**config.mk**
```make
export PLATFORM = sky130hd
export DESIGN_NAME = alu_op_sequencer_flat
export DESIGN_NICKNAME = d
export VERILOG_FILES = /design/src/rtl/alu_op_sequencer_pkg.sv /design/src/rtl/alu_op_sequencer_if.sv /design/src/rtl/alu_op_sequencer_fifo.sv /design/src/rtl/alu_op_sequencer.sv /design/src/flat_wrapper.sv
export SDC_FILE = /design/constraint.sdc
export NUM_CORES = 1
export LEC_CHECK = 0
export CORE_MARGIN = 4
export CORE_UTILIZATION = 30
export DETAILED_ROUTE_END_ITERATION = 6
export DONT_BUFFER_PORTS = 1
export SLEW_MARGIN = 10
export SYNTH_ARGS = -nofsm -noshare
export SYNTH_HDL_FRONTEND = slang
export SYNTH_SLANG_ARGS = --single-unit
```
**constraint.sdc**
```tcl
create_clock -name clk -period 7.4 [get_ports clk]
set_clock_uncertainty 0.2 [all_clocks]
set_input_delay 0.74 -clock clk [delete_from_list [all_inputs] [get_ports clk]]
set_output_delay 0.74 -clock clk [all_outputs]
set_load 0.02 [all_outputs]
```
**src/rtl/alu_op_sequencer_pkg.sv**
```systemverilog
// ---------------------------------------------------------------------------
// alu_pkg : shared types for the ALU command sequencer.
//   ALU_DATA_W   - default operand/result width of the downstream ALU
//   operation_e  - 4-bit ALU opcode encoding
//   seq_state_e  - sequencer FSM states
//   is_div_op()  - true for opcodes that divide by operand B
// ---------------------------------------------------------------------------
package alu_pkg;

  localparam int ALU_DATA_W = 8;

  typedef enum logic [3:0] {
    Add          = 4'd0,
    Sub          = 4'd1,
    Mul          = 4'd2,
    Div          = 4'd3,
    Mod          = 4'd4,
    And          = 4'd5,
    Or           = 4'd6,
    NotA         = 4'd7,
    Xor          = 4'd8,
    BitWise_And  = 4'd9,
    BitWise_Or   = 4'd10,
    BitWise_NotB = 4'd11,
    Shift_RightA = 4'd12,
    Shift_LeftB  = 4'd13,
    IncrementA   = 4'd14,
    DecrementB   = 4'd15
  } operation_e;

  typedef enum logic [1:0] {
    IDLE  = 2'd0,
    ISSUE = 2'd1,
    RESP  = 2'd2
  } seq_state_e;

  function automatic logic is_div_op(input operation_e op);
    return (op == Div) || (op == Mod);
  endfunction

endpackage

```
**src/rtl/alu_op_sequencer_if.sv**
```systemverilog
// ---------------------------------------------------------------------------
// alu_op_sequencer_if : command, ALU and response signals of the sequencer.
//   cmd_*  : command valid/ready channel (upstream -> sequencer)
//   alu_*  : registered ALU operands out, combinational ALU result back
//   rsp_*  : response valid/ready channel (sequencer -> consumer)
// Modports:
//   slave  - the sequencer itself
//   master - the environment (command source, ALU and response sink)
// ---------------------------------------------------------------------------
interface alu_op_sequencer_if
  import alu_pkg::*;
#(
  parameter int DATA_W = ALU_DATA_W,
  parameter int TAG_W  = 4
) ();

  logic              cmd_valid;
  logic              cmd_ready;
  logic [DATA_W-1:0] cmd_a;
  logic [DATA_W-1:0] cmd_b;
  operation_e        cmd_op;
  logic [TAG_W-1:0]  cmd_tag;

  logic [DATA_W-1:0] alu_a;
  logic [DATA_W-1:0] alu_b;
  operation_e        alu_opcode;
  logic [DATA_W-1:0] alu_out;
  logic              alu_carry;

  logic              rsp_valid;
  logic              rsp_ready;
  logic [DATA_W-1:0] rsp_out;
  logic              rsp_carry;
  logic [TAG_W-1:0]  rsp_tag;
  logic              rsp_err;

  modport slave (
    input  cmd_valid, cmd_a, cmd_b, cmd_op, cmd_tag,
    output cmd_ready,
    output alu_a, alu_b, alu_opcode,
    input  alu_out, alu_carry,
    output rsp_valid, rsp_out, rsp_carry, rsp_tag, rsp_err,
    input  rsp_ready
  );

  modport master (
    output cmd_valid, cmd_a, cmd_b, cmd_op, cmd_tag,
    input  cmd_ready,
    input  alu_a, alu_b, alu_opcode,
    output alu_out, alu_carry,
    input  rsp_valid, rsp_out, rsp_carry, rsp_tag, rsp_err,
    output rsp_ready
  );

endinterface

```
**src/rtl/alu_op_sequencer_fifo.sv**
```systemverilog
// ---------------------------------------------------------------------------
// alu_cmd_fifo : synchronous FIFO holding packed ALU commands.
// Ports:
//   clk, rst_n  - clock, synchronous active-low reset (clears pointers/count)
//   push_i      - write data_i (ignored when full)
//   pop_i       - drop the head entry (ignored when empty)
//   data_i      - entry to write
//   data_o      - current head entry (valid while !empty_o)
//   full_o      - DEPTH entries held
//   empty_o     - no entries held
//   count_o     - occupancy, 0..DEPTH
// Push and pop in the same cycle are both honoured.
// ---------------------------------------------------------------------------
module alu_cmd_fifo #(
  parameter int WIDTH = 8,
  parameter int DEPTH = 4
) (
  input  logic                     clk,
  input  logic                     rst_n,
  input  logic                     push_i,
  input  logic                     pop_i,
  input  logic [WIDTH-1:0]         data_i,
  output logic [WIDTH-1:0]         data_o,
  output logic                     full_o,
  output logic                     empty_o,
  output logic [$clog2(DEPTH):0]   count_o
);

  localparam int AW = $clog2(DEPTH);
  localparam int CW = AW + 1;

  logic [WIDTH-1:0] mem_q [DEPTH];
  logic [AW-1:0]    wr_ptr_q;
  logic [AW-1:0]    rd_ptr_q;
  logic [CW-1:0]    count_q;
  logic             push_ok;
  logic             pop_ok;

  assign full_o  = (count_q == CW'(DEPTH));
  assign empty_o = (count_q == '0);
  assign count_o = count_q;
  assign push_ok = push_i && !full_o;
  assign pop_ok  = pop_i && !empty_o;

  // Head is read directly so the sequencer can pop and load in one edge.
  assign data_o = mem_q[rd_ptr_q];

  always_ff @(posedge clk) begin
    if (push_ok) begin
      mem_q[wr_ptr_q] <= data_i;
    end
  end

  always_ff @(posedge clk) begin
    if (!rst_n) begin
      wr_ptr_q <= '0;
      rd_ptr_q <= '0;
      count_q  <= '0;
    end else begin
      if (push_ok) wr_ptr_q <= wr_ptr_q + 1'b1;
      if (pop_ok)  rd_ptr_q <= rd_ptr_q + 1'b1;
      case ({push_ok, pop_ok})
        2'b10:   count_q <= count_q + 1'b1;
        2'b01:   count_q <= count_q - 1'b1;
        default: count_q <= count_q;
      endcase
    end
  end

endmodule

```
**src/rtl/alu_op_sequencer.sv**
```systemverilog
// ---------------------------------------------------------------------------
// alu_op_sequencer : flow-controlled front end for a combinational 8-bit ALU.
// Commands {a, b, op, tag} are buffered in a FIFO, presented to the ALU for
// one cycle (ISSUE), the ALU result is captured at the end of that cycle and
// returned as a tagged response (RESP) that holds until accepted.
// Ports:
//   clk    - clock, rising edge
//   rst_n  - synchronous active-low reset; drops all queued/in-flight work
//   bus    - alu_op_sequencer_if.slave: cmd_* in, alu_* to/from ALU, rsp_* out
// Build option:
//   ALU_DIVZERO_CHECK_EN - when defined, Div/Mod with B == 0 returns
//                          out = all-ones, carry = 0, err = 1 instead of the
//                          ALU result. Otherwise rsp_err is always 0.
// ---------------------------------------------------------------------------
module alu_op_sequencer
  import alu_pkg::*;
#(
  parameter int DATA_W = ALU_DATA_W,
  parameter int TAG_W  = 4,
  parameter int DEPTH  = 4
) (
  input  logic              clk,
  input  logic              rst_n,
  alu_op_sequencer_if.slave bus
);

  localparam int CMD_W = 2 * DATA_W + 4 + TAG_W;
  localparam int CNT_W = $clog2(DEPTH) + 1;

  // Command FIFO
  logic [CMD_W-1:0] fifo_din;
  logic [CMD_W-1:0] fifo_dout;
  logic             fifo_push;
  logic             fifo_pop;
  logic             fifo_full;
  logic             fifo_empty;
  logic [CNT_W-1:0] fifo_count;
  logic             unused_fifo_full;

  logic [DATA_W-1:0] head_a;
  logic [DATA_W-1:0] head_b;
  operation_e        head_op;
  logic [TAG_W-1:0]  head_tag;

  // FSM
  seq_state_e state_q;
  seq_state_e state_d;
  logic       load_cmd;
  logic       capture;

  // Datapath registers
  logic [DATA_W-1:0] alu_a_q;
  logic [DATA_W-1:0] alu_b_q;
  operation_e        alu_opcode_q;
  logic [TAG_W-1:0]  issue_tag_q;
  logic [DATA_W-1:0] rsp_out_q;
  logic              rsp_carry_q;
  logic [TAG_W-1:0]  rsp_tag_q;
  logic              rsp_err_q;

  logic [DATA_W-1:0] cap_out;
  logic              cap_carry;
  logic              cap_err;

  // -------------------------------------------------------------------------
  // Command intake
  // -------------------------------------------------------------------------
  // Readiness comes from the occupancy only; a same-cycle pop does not open a
  // slot for a same-cycle push.
  assign bus.cmd_ready    = rst_n && (fifo_count != CNT_W'(DEPTH));
  assign fifo_push        = bus.cmd_valid && bus.cmd_ready;
  assign fifo_din         = {bus.cmd_tag, bus.cmd_op, bus.cmd_b, bus.cmd_a};
  assign unused_fifo_full = fifo_full;

  assign head_a   = fifo_dout[DATA_W-1:0];
  assign head_b   = fifo_dout[2*DATA_W-1:DATA_W];
  assign head_op  = operation_e'(fifo_dout[2*DATA_W +: 4]);
  assign head_tag = fifo_dout[2*DATA_W+4 +: TAG_W];

  alu_cmd_fifo #(
    .WIDTH (CMD_W),
    .DEPTH (DEPTH)
  ) u_fifo (
    .clk     (clk),
    .rst_n   (rst_n),
    .push_i  (fifo_push),
    .pop_i   (fifo_pop),
    .data_i  (fifo_din),
    .data_o  (fifo_dout),
    .full_o  (fifo_full),
    .empty_o (fifo_empty),
    .count_o (fifo_count)
  );

  // -------------------------------------------------------------------------
  // Sequencer FSM
  // -------------------------------------------------------------------------
  always_ff @(posedge clk) begin
    if (!rst_n) state_q <= IDLE;
    else        state_q <= state_d;
  end

  always_comb begin
    state_d  = state_q;
    fifo_pop = 1'b0;
    load_cmd = 1'b0;
    capture  = 1'b0;
    case (state_q)
      IDLE: begin
        if (!fifo_empty) begin
          fifo_pop = 1'b1;
          load_cmd = 1'b1;
          state_d  = ISSUE;
        end
      end
      ISSUE: begin
        capture = 1'b1;
        state_d = RESP;
      end
      RESP: begin
        // Chain straight into the next command to sustain one response
        // every two cycles.
        if (bus.rsp_ready) begin
          if (!fifo_empty) begin
            fifo_pop = 1'b1;
            load_cmd = 1'b1;
            state_d  = ISSUE;
          end else begin
            state_d = IDLE;
          end
        end
      end
      default: state_d = IDLE;
    endcase
  end

  // -------------------------------------------------------------------------
  // Result capture
  // -------------------------------------------------------------------------
`ifdef ALU_DIVZERO_CHECK_EN
  logic div_by_zero;
  assign div_by_zero = is_div_op(alu_opcode_q) && (alu_b_q == '0);
  assign cap_out     = div_by_zero ? '1 : bus.alu_out;
  assign cap_carry   = div_by_zero ? 1'b0 : bus.alu_carry;
  assign cap_err     = div_by_zero;
`else
  assign cap_out     = bus.alu_out;
  assign cap_carry   = bus.alu_carry;
  assign cap_err     = 1'b0;
`endif

  always_ff @(posedge clk) begin
    if (!rst_n) begin
      alu_a_q      <= '0;
      alu_b_q      <= '0;
      alu_opcode_q <= Add;
      issue_tag_q  <= '0;
      rsp_out_q    <= '0;
      rsp_carry_q  <= 1'b0;
      rsp_tag_q    <= '0;
      rsp_err_q    <= 1'b0;
    end else begin
      // ALU operands only change on a pop, so they stay stable through ISSUE
      // and hold their last value otherwise.
      if (load_cmd) begin
        alu_a_q      <= head_a;
        alu_b_q      <= head_b;
        alu_opcode_q <= head_op;
        issue_tag_q  <= head_tag;
      end
      if (capture) begin
        rsp_out_q   <= cap_out;
        rsp_carry_q <= cap_carry;
        rsp_tag_q   <= issue_tag_q;
        rsp_err_q   <= cap_err;
      end
    end
  end

  assign bus.alu_a      = alu_a_q;
  assign bus.alu_b      = alu_b_q;
  assign bus.alu_opcode = alu_opcode_q;
  assign bus.rsp_valid  = (state_q == RESP);
  assign bus.rsp_out    = rsp_out_q;
  assign bus.rsp_carry  = rsp_carry_q;
  assign bus.rsp_tag    = rsp_tag_q;
  assign bus.rsp_err    = rsp_err_q;

endmodule

```
**src/flat_wrapper.sv**
```systemverilog
// flat-port wrapper written by rule: the top's interface ports become plain ports
module alu_op_sequencer_flat import alu_pkg::*;
#(
  parameter int DATA_W = ALU_DATA_W,
  parameter int TAG_W  = 4,
  parameter int DEPTH  = 4
)
  (clk, rst_n, bus_cmd_valid, bus_cmd_a, bus_cmd_b, bus_cmd_op, bus_cmd_tag, bus_cmd_ready, bus_alu_a, bus_alu_b, bus_alu_opcode, bus_alu_out, bus_alu_carry, bus_rsp_valid, bus_rsp_out, bus_rsp_carry, bus_rsp_tag, bus_rsp_err, bus_rsp_ready);
  alu_op_sequencer_if #(.DATA_W(DATA_W), .TAG_W(TAG_W)) bus_i ();
  input  logic clk;
  input  logic rst_n;
  input wire logic [$bits(bus_i.cmd_valid)-1:0] bus_cmd_valid;
  input wire logic [$bits(bus_i.cmd_a)-1:0] bus_cmd_a;
  input wire logic [$bits(bus_i.cmd_b)-1:0] bus_cmd_b;
  input wire logic [$bits(bus_i.cmd_op)-1:0] bus_cmd_op;
  input wire logic [$bits(bus_i.cmd_tag)-1:0] bus_cmd_tag;
  output wire logic [$bits(bus_i.cmd_ready)-1:0] bus_cmd_ready;
  output wire logic [$bits(bus_i.alu_a)-1:0] bus_alu_a;
  output wire logic [$bits(bus_i.alu_b)-1:0] bus_alu_b;
  output wire logic [$bits(bus_i.alu_opcode)-1:0] bus_alu_opcode;
  input wire logic [$bits(bus_i.alu_out)-1:0] bus_alu_out;
  input wire logic [$bits(bus_i.alu_carry)-1:0] bus_alu_carry;
  output wire logic [$bits(bus_i.rsp_valid)-1:0] bus_rsp_valid;
  output wire logic [$bits(bus_i.rsp_out)-1:0] bus_rsp_out;
  output wire logic [$bits(bus_i.rsp_carry)-1:0] bus_rsp_carry;
  output wire logic [$bits(bus_i.rsp_tag)-1:0] bus_rsp_tag;
  output wire logic [$bits(bus_i.rsp_err)-1:0] bus_rsp_err;
  input wire logic [$bits(bus_i.rsp_ready)-1:0] bus_rsp_ready;
  assign bus_i.cmd_valid = bus_cmd_valid;
  assign bus_i.cmd_a = bus_cmd_a;
  assign bus_i.cmd_b = bus_cmd_b;
  assign bus_i.cmd_op = bus_cmd_op;
  assign bus_i.cmd_tag = bus_cmd_tag;
  assign bus_cmd_ready = bus_i.cmd_ready;
  assign bus_alu_a = bus_i.alu_a;
  assign bus_alu_b = bus_i.alu_b;
  assign bus_alu_opcode = bus_i.alu_opcode;
  assign bus_i.alu_out = bus_alu_out;
  assign bus_i.alu_carry = bus_alu_carry;
  assign bus_rsp_valid = bus_i.rsp_valid;
  assign bus_rsp_out = bus_i.rsp_out;
  assign bus_rsp_carry = bus_i.rsp_carry;
  assign bus_rsp_tag = bus_i.rsp_tag;
  assign bus_rsp_err = bus_i.rsp_err;
  assign bus_i.rsp_ready = bus_rsp_ready;
  alu_op_sequencer #(.DATA_W(DATA_W), .TAG_W(TAG_W), .DEPTH(DEPTH)) u_core (.clk(clk), .rst_n(rst_n), .bus(bus_i));
endmodule
```
[After elaboration in Yosys (flattened, before gate mapping)]
Memories as Yosys holds them, arrays and structs flattened. A register that Yosys moved wholly into a read port is not among the register bits.
Cells that the tools add are included.
Widths: inputs -> output; s select.
Word-level totals
  output and inout port bits: 36
  register bits: 22
  memories: 1
  RAM bits: 96
  word-level logic and storage cells: 42
  input bits: 37
Cells by class
  add/sub/neg operators: 4
  equal/unequal tests: 8
  muxes and demuxes: 11
  reductions and logical operators: 11
Memories
  u_core.u_fifo.mem_q: words 4, width 24, rd ports 1, clocked after memory_dff 1, write ports 1, RTL line alu_op_sequencer_fifo.sv:32  | logic [WIDTH-1:0] mem_q [DEPTH];
Operator list (number)
  $mux 1: 6
  $pmux 2 s3: 1
  $pmux 3 s2: 1
  $add 2x1->2 const B: 2
  $eq 2x1->1 const B: 2
  $eq 2x2->1 const B: 2
  $logic_and 1x1->1: 4
  $mux 2: 2
  $add 3x1->3 const B: 1
  $eq 3x3->1 const B: 1
  $logic_not 1->1: 3
  $logic_not 3->1: 1
  $ne 3x3->1 const B: 1
  $sub 3x1->3 const B: 1
  $logic_not 2->1: 1
  $ne 2x1->1 const B: 1
  $ne 2x2->1 const B: 1
  $pmux 1 s2: 1
  $reduce_and 2->1: 1
  $reduce_bool 2->1: 1

[Logic depth before layout (Yosys ltp)]
  depth in word-level cells: 7
  gate-level depth with buffers: 9
  depth with buffers taken out: 9

[By module]
From an unflattened synthesis, not the netlist that was laid out.
Second synthesis, totals
  cells, all modules: 355
  area, all modules: 5569.1 um^2
By module, submodules not included
  alu_cmd_fifo: sequential area each 3062.9 um^2, area an instance 3983.8 um^2, cells each 180, times used 1
  alu_op_sequencer: sequential area each 780.7 um^2, area an instance 1585.3 um^2, cells each 175, times used 1

[Worst setup path before layout]
OpenSTA, ideal clock, no wires.
  kind: input-to-reg
  start point: input port bus_rsp_ready
  end point: register u_core.u_fifo.count_q[2], in the netlist u_core.u_fifo.count_o[2]
  path slack: 4.634 ns
  setup time: 0.070 ns
  arrival: 2.495 ns
  stages on the path: 9
  required time: 7.130 ns
  buffers on the path: 1
  cells stage by stage: nor2b_1 nor3_2 buf_2 ha_1 inv_1 fa_1 xor2_1 or3_1 a21oi_1
Between the ends
  longest elaborated chain between the ends: 5
  elaborated cells on any way between the ends: 7
  those cells by class: 2 x eq/ne; 3 x mux; 2 x reduce/logical
Ends and longest elaborated chain
  from (decl): RTL line flat_wrapper.sv:28  | input wire logic [$bits(bus_i.rsp_ready)-1:0] bus_rsp_ready;
  $mux 1 (*): RTL line alu_op_sequencer.sv:123  | if (bus.rsp_ready) begin
  $pmux 1 s2 (*): RTL line alu_op_sequencer.sv:108  | case (state_q)
  $logic_and 1x1->1 (*): RTL line alu_op_sequencer_fifo.sv:43  | assign pop_ok = pop_i && !empty_o;
  named net u_core.u_fifo.pop_ok: RTL line alu_op_sequencer_fifo.sv:37  | logic pop_ok;
  $eq 2x1->1 or $eq 2x2->1 (tied branches): RTL line alu_op_sequencer_fifo.sv:62  | case ({push_ok, pop_ok})
  $pmux 3 s2 or $reduce_bool 2->1 (tied branches)
  to (signal assigned): RTL line alu_op_sequencer_fifo.sv:63  | 2'b10: count_q <= count_q + 1'b1;
  to (signal assigned): RTL line alu_op_sequencer_fifo.sv:64  | 2'b01: count_q <= count_q - 1'b1;
  to (signal assigned): RTL line alu_op_sequencer_fifo.sv:65  | default: count_q <= count_q;
  to (decl): RTL line alu_op_sequencer_fifo.sv:35  | logic [CW-1:0] count_q;
The timed path passes the listed nets; every way through them passes the cells marked *.
A chain may end at the register's enable or synchronous reset.

[Worst setup path in the final report]
  start point: register u_core.u_fifo.count_q[2], in the netlist u_core.u_fifo.count_o[2]
  end point: register u_core.u_fifo.count_q[2], in the netlist u_core.u_fifo.count_o[2]
Between the ends
  longest elaborated chain between the ends: 7
  elaborated cells on any way between the ends: 18
  those cells by class: 2 x add/sub; 4 x eq/ne; 4 x mux; 8 x reduce/logical
Ends and longest elaborated chain
  $logic_not 3->1: RTL line alu_op_sequencer_fifo.sv:40  | assign empty_o = (count_q == '0);
  $mux 1: RTL line alu_op_sequencer.sv:110, alu_op_sequencer.sv:124
  $mux 1: RTL line alu_op_sequencer.sv:123
  $pmux 1 s2: RTL line alu_op_sequencer.sv:108
  $logic_and 1x1->1: RTL line alu_op_sequencer_fifo.sv:43
  $eq 2x1->1 or $eq 2x2->1 (tied branches): RTL line alu_op_sequencer_fifo.sv:62
  $pmux 3 s2 or $reduce_bool 2->1 (tied branches)
Parallel ways exist; a longest one is shown, timed or not.

==> flow_summary.yaml <==
yosys:
  synth-seq-area-share_pct: 71.5
  synth_commonest_cells: "edfxtp_1, nand2_1, dfxtp_1"
  synth_edf_count: 96
  synth.area.top_cells: "edfxtp_1, dfxtp_1, mux4_2"
  ys_types: 30
  synth.largest_area_cell: "edfxtp_1"
  syn_avg_cell_area_um2: 16.5
  ys.warnings.count: 0
  async_flop_share_pct: 0
  synth_top_area_share_pct: 54.2
  synth_area_mm2: 0.00532
  synthesis.nets: 366
  ys_ff_latch: 142
  yosysMostFrequentCell: "edfxtp_1"
  syn_inst: 323
  ys.flop_type: "edfxtp_1"
flow_run:
  drv_cap: 0
clock_tree:
  ctsResizeCount: 0
  clock-sinks: 142
  clk_pin_slew_ps: 60
  root_buffer: "clkbuf_16"
  hold_buffers: 0
  clk_latency_ps: 410
  cts_tree: "built"
  cts_setup_buffers: 0
  cts_max_path_buffers: 2
  cts_buffers: 17
  h-tree-depth: 4
floorplan:
  io_pins: 73
  core_mm2: 0.0174
  start_util_pct: 30.6
  die_w_um: 141
  die_h_um: 141
  rows: 48
  dieArea_mm2: 0.0199
routing:
  firstDrtPassIters: 4
  vias: 2648
  drc: 0
  drt_iter0_markers: 113
  wl_per_cell_um: 18.4
  final_antenna_net_count: 0
  wirelength_um: 10400
  via_per_inst: 4.66
worst_setup_path:
  ff2ff_path_depth: 8
  cp.arrival_ps: 3180
  crit_path_end_kind: "register"
  required_ps: 7540
  r2r_setup_slack_ps: 4360
  r2r_end: "u_core.u_fifo.count_o[2]$_SDFFE_PN0P_"
  r2r_start: "u_core.u_fifo.count_o[2]$_SDFFE_PN0P_"
  crit_path_start_kind: "register"
  cp_max_fo: 25
  crit_type: "reg -> reg"
hold_path:
  hold_class: "in -> reg"
  hold_path_depth: 0
  hold_end: "u_core.u_fifo.mem_q[2][14]$_DFFE_PP_"
  worstHoldStart: "bus_cmd_b[6]"
sta:
  post-route-period-util_pct: 41.0
  hold_viol: 0
  rsz0062_at_grt: "no"
  tns_ps: 0
  tightest_slew_ps: 1020
  maxSlewViolCount: 0
  finalSetupViolCount: 0
  fmaxAchievable_ghz: 0.329
  slew_headroom_pct: 31.7
  min_period_ps: 3040
finish:
  utilization_pct: 35.5
  final_nets: 373
  diodes: 0
  synthToLayoutAreaGrowth_pct: 15.7
  final_cells: 568
  layout-drive-gt1-share_pct: 16.6
place:
  placedCellCount: 536
  post-dp-hpwl_um: 6480
  place_congestion: 0.699
  numPortBuffers: 0
outcome:
  outcome: "finished clean"
global_routing:
  first_global_vias: 2798
  antenna_found_initial: 0
  grt_pass1_wl_um: 15800
  grt_usage_pct: 10.9
  grt_max_degree: 30
  grt.overflow.total: 0
power:
  p_leak_nw: 1.98
  p_per_area_mw_per_mm2: 389
  vdd_ir_drop_max_v: 0.000200
[layout make-up]
type / instances / area (µm²)
fillers: 1635 / 11200
flip-flops and latches: 142 / 3800
multi-input cells: 154 / 1380
clock buffers: 18 / 429
well taps: 225 / 282
clock inverters: 14 / 183
repair buffers: 6 / 45.0
inverters: 9 / 33.8
[cells in the final DEF, fill, tap and decap left out]
master,count
edfxtp_1,96
nand2_1,53
dfxtp_1,45
o2bb2ai_1,24
a21oi_1,18
clkbuf_16,17
mux4_2,16
inv_1,9
mux4_1,8
buf_4,6
ha_1,5
clkinv_4,5
nor2_1,4
and2_1,4
nor2b_1,3
nand2b_1,3
mux2i_1,3
bufinv_16,3
xor2_1,2
inv_8,2
inv_6,2
nor3_2,1
nor3_4,1
a211oi_2,1
nor4_4,1
nor4b_1,1
o21ai_0,1
or3_1,1
o31ai_1,1
or4_1,1
fa_1,1
conb_1,1
clkinvlp_2,1
clkinv_1,1
clkbuf_1,1
dfxtp_2,1
[metrics by stage]
step / worst slack (ps) / total power [mW] / instance area (µm²) / hold WS (ps)
after global routing: 4150 / 2.51 / 6150 / 186
after floorplan: 4630 / 1.45 / 5320 / 232
after detailed placement: 4030 / 1.56 / 5540 / 246
after global placement: 4140 / 1.54 / 5540 / 244
final: 4360 / 2.39 / 6150 / 217
after CTS: 4300 / 2.43 / 6150 / 197
[how the worst max path moves through the flow]
stage	start	to
after global placement	bus_rsp_ready	u_core.u_fifo.count_o[2]$_SDFFE_PN0P_
after floorplan	bus_rsp_ready	u_core.u_fifo.count_o[2]$_SDFFE_PN0P_
after detailed placement	bus_rsp_ready	u_core.u_fifo.count_o[2]$_SDFFE_PN0P_
after CTS	u_core.u_fifo.count_o[2]$_SDFFE_PN0P_	u_core.u_fifo.count_o[2]$_SDFFE_PN0P_
after global routing	u_core.u_fifo.count_o[0]$_SDFFE_PN0P_	u_core.u_fifo.count_o[2]$_SDFFE_PN0P_
final	u_core.u_fifo.count_o[2]$_SDFFE_PN0P_	u_core.u_fifo.count_o[2]$_SDFFE_PN0P_
[sequential cells by signal, indices dropped and copies added, names as in the netlist]
register	count
u_core.bus.alu_a	8
u_core.bus.alu_b	8
u_core.bus.alu_opcode	4
u_core.bus.rsp_carry	1
u_core.bus.rsp_out	8
u_core.bus.rsp_tag	4
u_core.issue_tag_q	4
u_core.state_q	2
u_core.u_fifo.count_o	3
u_core.u_fifo.mem_q	96
u_core.u_fifo.rd_ptr_q	2
u_core.u_fifo.wr_ptr_q	2
[critical path, stage by stage, from the launching register on]
cell and delay (ps):
dfxtp_1 410, nor3_2 120, nor3_4 830, ha_1 330
inv_1 60, fa_1 380, xor2_1 170, or3_1 310
a21oi_1 140
[layer usage]
metal / global-route usage, % / part of all wire [%] / vias to the layer above
li1: - / - / 1243
met1: 11.7 / 40 / 1322
met2: 18.4 / 51 / 70
met3: 5.97 / 8.2 / 13
met4: 3.52 / 1.1 / 0
met5: 0 / 0 / -
[power by group]
part / total, mW / internal (mW) / switching (mW)
clock: 0.866 / 0.537 / 0.330
combinational: 0.353 / 0.160 / 0.193
sequential: 1.17 / 0.978 / 0.194
total: 2.39 / 1.67 / 0.717
[logic make-up after synthesis]
group / synth area share (%)
and+or+nand+nor: 6.40
xor gates and xnor gates: 0.329
muxes: 11.3
DFF: 71.5
AOI/OAI and AO/OA: 6.12
buffers and inverters: 2.73
adders and majority gates: 1.55
other: 0.0705
(Power assumes the default switching activity.)
